[src/rtl/gray_dec_pkg.sv]
// Shared types and constants for the gray-to-binary FIFO-word repacker.
// Includes the data_count validation helpers used by gray_dec.
package gray_dec_pkg;

   localparam int SEG_W  = 16;
   localparam int NSEG   = 8;
   localparam int FIFO_W = 140;
   localparam int DATA_W = 128;
   localparam int CH_W   = 8;
   localparam int CNT_W  = 4;

   typedef enum logic [1:0] {IDLE, DECODE, DONE} state_t;

   function automatic logic cnt_legal(input logic [15:0] cnt);
      return (cnt[3:0] == 4'd0) && (cnt <= 16'd128);
   endfunction

   // Illegal lengths collapse to zero segments so they flow straight to DONE.
   function automatic logic [CNT_W-1:0] calc_n(input logic [15:0] cnt);
      return cnt_legal(cnt) ? cnt[7:4] : '0;
   endfunction

endpackage

[src/rtl/gray_seg_dec.sv]
// One segment of gray-to-binary decode: MSB-first prefix XOR seeded by the
// LSB of the previously decoded segment.
module gray_seg_dec
   import gray_dec_pkg::*;
#(
   parameter int W = SEG_W
) (
   input  logic [W-1:0] g,
   input  logic         carry_in,
   output logic [W-1:0] b,
   output logic         carry_out
);

   always_comb begin
      logic acc;
      b   = '0;
      acc = carry_in;
      for (int i = W - 1; i >= 0; i--) begin
         acc  = acc ^ g[i];
         b[i] = acc;
      end
   end

   assign carry_out = b[0];

endmodule

[src/rtl/gray_dec.sv]
// Gray-to-binary decoder and FIFO-word repacker, one 16-bit segment per cycle.
// Optional illegal-length flag err_len is built when GRAY_DEC_ERR_EN is defined.
module gray_dec #(
   parameter int SEG_W = 16,
   parameter int NSEG  = 8
) (
   input  logic                     clk,
   input  logic                     rst,
   input  logic                     in_valid,
   output logic                     in_ready,
   input  logic [SEG_W*NSEG-1:0]    data_gray,
   input  logic [7:0]               vld_ch,
   input  logic [15:0]              data_count,
   output logic                     out_valid,
   input  logic                     out_ready,
   output logic [SEG_W*NSEG+11:0]   data_to_fifo
`ifdef GRAY_DEC_ERR_EN
   ,
   output logic                     err_len
`endif
);
   import gray_dec_pkg::CH_W;
   import gray_dec_pkg::CNT_W;
   import gray_dec_pkg::state_t;
   import gray_dec_pkg::IDLE;
   import gray_dec_pkg::DECODE;
   import gray_dec_pkg::DONE;
   import gray_dec_pkg::calc_n;
   import gray_dec_pkg::cnt_legal;

   localparam int LW = SEG_W * NSEG;
   localparam int KW = $clog2(NSEG);

   state_t            r_state;
   logic [LW-1:0]     r_gray;
   logic [LW-1:0]     r_data;
   logic [CH_W-1:0]   r_ch;
   logic [CNT_W-1:0]  r_n;
   logic [KW-1:0]     r_k;
   logic              r_carry;
   logic              r_in_ready;
   logic              r_out_valid;

   logic [SEG_W-1:0]  w_seg_b;
   logic              w_carry;
   logic [CNT_W-1:0]  w_n;
   logic              w_last;
   logic              w_accept;

   assign w_n      = calc_n(data_count);
   assign w_last   = (CNT_W'(r_k) == (r_n - CNT_W'(1)));
   assign w_accept = (r_state == IDLE) && in_valid;

   // The gray word is shifted left each DECODE cycle so segment k is always on top.
   gray_seg_dec #(.W(SEG_W)) u_seg (
      .g         (r_gray[LW-1 -: SEG_W]),
      .carry_in  (r_carry),
      .b         (w_seg_b),
      .carry_out (w_carry)
   );

   always_ff @(posedge clk) begin
      if (w_accept)
         r_gray <= data_gray;
      else if (r_state == DECODE)
         r_gray <= r_gray << SEG_W;
   end

   always_ff @(posedge clk or posedge rst) begin
      if (rst) begin
         r_state     <= IDLE;
         r_data      <= '0;
         r_ch        <= '0;
         r_n         <= '0;
         r_k         <= '0;
         r_carry     <= 1'b0;
         r_in_ready  <= 1'b1;
         r_out_valid <= 1'b0;
      end else begin
         case (r_state)
            IDLE: begin
               if (in_valid) begin
                  r_ch       <= vld_ch;
                  r_n        <= w_n;
                  r_data     <= '0;
                  r_k        <= '0;
                  r_carry    <= 1'b0;
                  r_in_ready <= 1'b0;
                  if (w_n == '0) begin
                     r_state     <= DONE;
                     r_out_valid <= 1'b1;
                  end else begin
                     r_state <= DECODE;
                  end
               end
            end
            DECODE: begin
               for (int s = 0; s < NSEG; s++)
                  if (r_k == KW'(s))
                     r_data[LW-1-s*SEG_W -: SEG_W] <= w_seg_b;
               r_carry <= w_carry;
               if (w_last) begin
                  r_state     <= DONE;
                  r_out_valid <= 1'b1;
               end else begin
                  r_k <= r_k + 1'b1;
               end
            end
            DONE: begin
               if (out_ready) begin
                  r_state     <= IDLE;
                  r_out_valid <= 1'b0;
                  r_in_ready  <= 1'b1;
               end
            end
            default: begin
               r_state     <= IDLE;
               r_out_valid <= 1'b0;
               r_in_ready  <= 1'b1;
            end
         endcase
      end
   end

`ifdef GRAY_DEC_ERR_EN
   logic r_err;

   always_ff @(posedge clk or posedge rst) begin
      if (rst)
         r_err <= 1'b0;
      else if (w_accept)
         r_err <= !cnt_legal(data_count);
      else if ((r_state == DONE) && out_ready)
         r_err <= 1'b0;
   end

   assign err_len = r_err;
`else
   logic w_unused_legal;
   assign w_unused_legal = cnt_legal(data_count);
`endif

   assign in_ready     = r_in_ready;
   assign out_valid    = r_out_valid;
   assign data_to_fifo = {r_data, r_ch, r_n};

endmodule

[config.mk]
export PLATFORM = sky130hd
export DESIGN_NAME = gray_dec
export DESIGN_NICKNAME = d
export VERILOG_FILES = /design/src/rtl/gray_dec_pkg.sv /design/src/rtl/gray_seg_dec.sv /design/src/rtl/gray_dec.sv
export SDC_FILE = /design/constraint.sdc
export NUM_CORES = 1
export LEC_CHECK = 0
export BUFFER_PORTS_ARGS = -buffer_cell sky130_fd_sc_hd__buf_2
export CORE_MARGIN = 4
export CORE_UTILIZATION = 53
export CTS_CLUSTER_DIAMETER = 100
export CTS_CLUSTER_SIZE = 30
export DETAILED_ROUTE_END_ITERATION = 16
export PLACE_DENSITY_LB_ADDON = 0.08
export SYNTH_ARGS = -nofsm -noshare
export SYNTH_HDL_FRONTEND = slang
export SYNTH_HIERARCHICAL = 1
export SYNTH_SLANG_ARGS = --single-unit
[constraint.sdc]
create_clock -name clk -period 8.8 [get_ports clk]
set_clock_uncertainty 0.05 [all_clocks]
set_input_delay 2.2 -clock clk [delete_from_list [all_inputs] [get_ports clk]]
set_output_delay 2.2 -clock clk [all_outputs]
set_load 0.02 [all_outputs]
==> flow_summary.ini <==
[setup_path]
cp.depth = 7
worstSetupEndpointType = register
worstSetupPathType = in -> reg
worstPathCellList = buf_2 -> nand2b_4 -> nor2_4 -> buf_4 -> buf_4 -> nand2_1 -> nand2_1
cpPeakStageDelay_ns = 0.77
cp_num_buf_inv = 3
cp_data_required_time_ns = 9.07
r2r_cells = 6
critPathMaxFanout = 92
crit_slowest_cell = buf_4
crit_family = buffers and inverters
critPathLaunchType = primary input
cp.arrival_ns = 4.01

[pwr]
max-vdd-ir-drop_mv = 0.110
power_density_mw_per_mm2 = 188
p_leak_nw = 7.04

[sta]
max_clock_freq_mhz = 267
relSlewSlack = 0.245
whs_ns = 0.430
slew_viol_final = 0
layout_min_cycle_time_ns = 3.74
hold_viol = 0
tns_ns = 0
tightest_slew_ns = 1.13
setup_viol = 0
post-route-period-util = 0.425
rsz0062_at_grt = false

[floorplanning]
coreArea_mm2 = 0.0218
start_util = 0.537
row_count = 54
io_pins = 298
die_area_mm2 = 0.0245
chipHeight_um = 156
die_width_um = 156

[cells_and_area]
multi_input_area_mm2 = 0.00385
n_fill_cell = 1815
layout_commonest_cell = nand2_1
final_area_mm2 = 0.0137
regArea_mm2 = 0.00755
drive_gt1_frac = 0.356
most-common-layout-cells = nand2_1 (368), buf_2 (297), dfrtp_1 (147)
area_growth_pct = 17.3
nets = 1387

[synthesis]
synth_top_cell_area_share = 0.329
syn_area_mm2 = 0.0117
ys_top_cells_by_area = edfxtp_1 (33%), dfrtp_1 (31%), nand2_1 (12%), mux2_2 (9.4%), a22o_1 (2.7%)
synthDistinctLibCells = 42
synth_nets = 1117
yosys.area.top_type = edfxtp_1
syn-instance-count = 954
synth_area_per_cell_um2 = 12.2
yosysSeqAreaShare = 0.646
ys_warn_count = 6
ys_seq_elements = 276

[grt]
grt_first_pass_wirelength_um = 39500
grt_max_degree = 114
grt_pass1_vias = 7525
grt_overflow_total = 0
antenna_found_initial = 9
track_usage = 0.199

[flow_run]
maxCapViolCount = 0

[cts]
h-tree-depth = 1
clock_latency_ns = 0.48
cts_buffer_depth = 3
cts_tree = done
clock-sinks = 276
numCtsBuffers = 13
cts_root_buf = clkbuf_16
cts_hold_buf = 0
ctsResizeCount = 0
cts_setup_buffers = 0
clkTransAtPathRegs_ns = 0.12

[routing]
drtIter0Drc = 409
num_vias = 7631
vias_per_cell = 5.05
drc_errors = 0
firstDrtPassIters = 4
postRouteAntennaNets = 0
routedWlPerCell_um = 16.4
drt-total-wl_um = 24800

[place]
hpwl_um = 17500
dpl_cell_area_mm2 = 0.0133
numPortBuffers = 297
place.gp.congestion = 0.765

[hold_path]
min_path_cells = 2
min_path_type = reg -> reg

[status]
status = finished clean
==> worst paths after layout <==
| check | slack [ns] | startpoint | to |
|---|---|---|---|
| worst max-delay path | 5.06 | in_valid | r_gray[46]$_DFFE_PP_ |
| worst min-delay path | 0.43 | r_gray[63]$_DFFE_PP_ | r_gray[79]$_DFFE_PP_ |
| worst max register to register | 6.05 | r_gray[127]$_DFFE_PP_ | r_data[16]$_DFFE_PP0P_ |
| worst min register to register | 0.43 | r_gray[63]$_DFFE_PP_ | r_gray[79]$_DFFE_PP_ |
| max in group asynchronous | 5.59 | rst | r_data[4]$_DFFE_PP0P_ |
| min in group asynchronous | 1.79 | rst | r_data[91]$_DFFE_PP0P_ |
==> power by group <==
part / leakage (nW) / switching (mW) / internal [mW]
registers: 3.27 / 0.0241 / 1.45
logic: 3.60 / 0.268 / 0.162
clock network: 0.178 / 0.391 / 0.284
total: 7.04 / 0.683 / 1.89
==> Yosys cell counts (all sizes together) <==
master / n
xor2: 12
a41oi: 1
and2: 34
edfxtp: 128
dfrtp: 147
a21oi: 4
nor2: 8
dfstp: 1
nor3: 4
xnor3: 4
ha: 7
o31ai: 1
nor4: 4
or2: 1
buf: 35
nor2b: 2
mux2: 97
nand2b: 3
nand2: 371
o22a: 1
o21ai: 4
clkbuf: 13
nand3: 4
inv: 9
a22o: 36
xor3: 1
xnor2: 19
mux2i: 3
==> metrics by stage <==
stage	power, mW	util	std cells	setup WS (ns)
finish	2.57	0.630	1511	5.06
CTS	2.61	0.630	1508	5.04
global placement	1.93	0.612	1489	4.58
global route	2.71	0.630	1510	4.85
detailed placement	1.94	0.612	1489	4.55
floorplan	1.82	-	954	0.237
==> layer usage <==
metal	share of wire	wire, um	vias up	track usage
met5	0.0031	77	-	0
met4	0.021	514	12	0.0471
met3	0.080	1980	42	0.0525
met2	0.48	11900	225	0.329
met1	0.42	10400	3622	0.267
li1	-	-	3730	-
==> cells by family (layout without fill, tap and decap cells) <==
group                      after synthesis  count (layout)  share of synthesized area
and+or+nand+nor                        431             431                      0.155
DFF                                    276             276                      0.646
AOI/OAI and AO/OA                       47              47                     0.0348
xor gates and xnor gates                36              36                     0.0355
buffers and inverters                   57             331                     0.0246
adders and majority gates                7               7                    0.00750
muxes                                  100             100                     0.0961
other                                    0               3                          0
==> registers in the layout, summed over array words and instances (netlist names) <==
register / count
in_ready: 1
out_valid: 1
r_carry: 1
r_ch: 8
r_data: 128
r_gray: 128
r_k: 3
r_n: 4
r_state: 2
==> worst min-delay path, cell delays in order (launching register included) <==
cell and delay, ns:
edfxtp_1 0.32, nand2_1 0.04, nand2_1 0.05
==> area by class of cell <==
type                       count  area share
antenna                        3    0.000548
clock inverter                 1     0.00219
tap                          280      0.0256
inverter                       9     0.00283
timing repair buffer         303       0.112
sequential                   276       0.551
multi-input combinational    621       0.281
clock buffer                  18      0.0251
No activity file was read; power rests on OpenSTA's default activity.
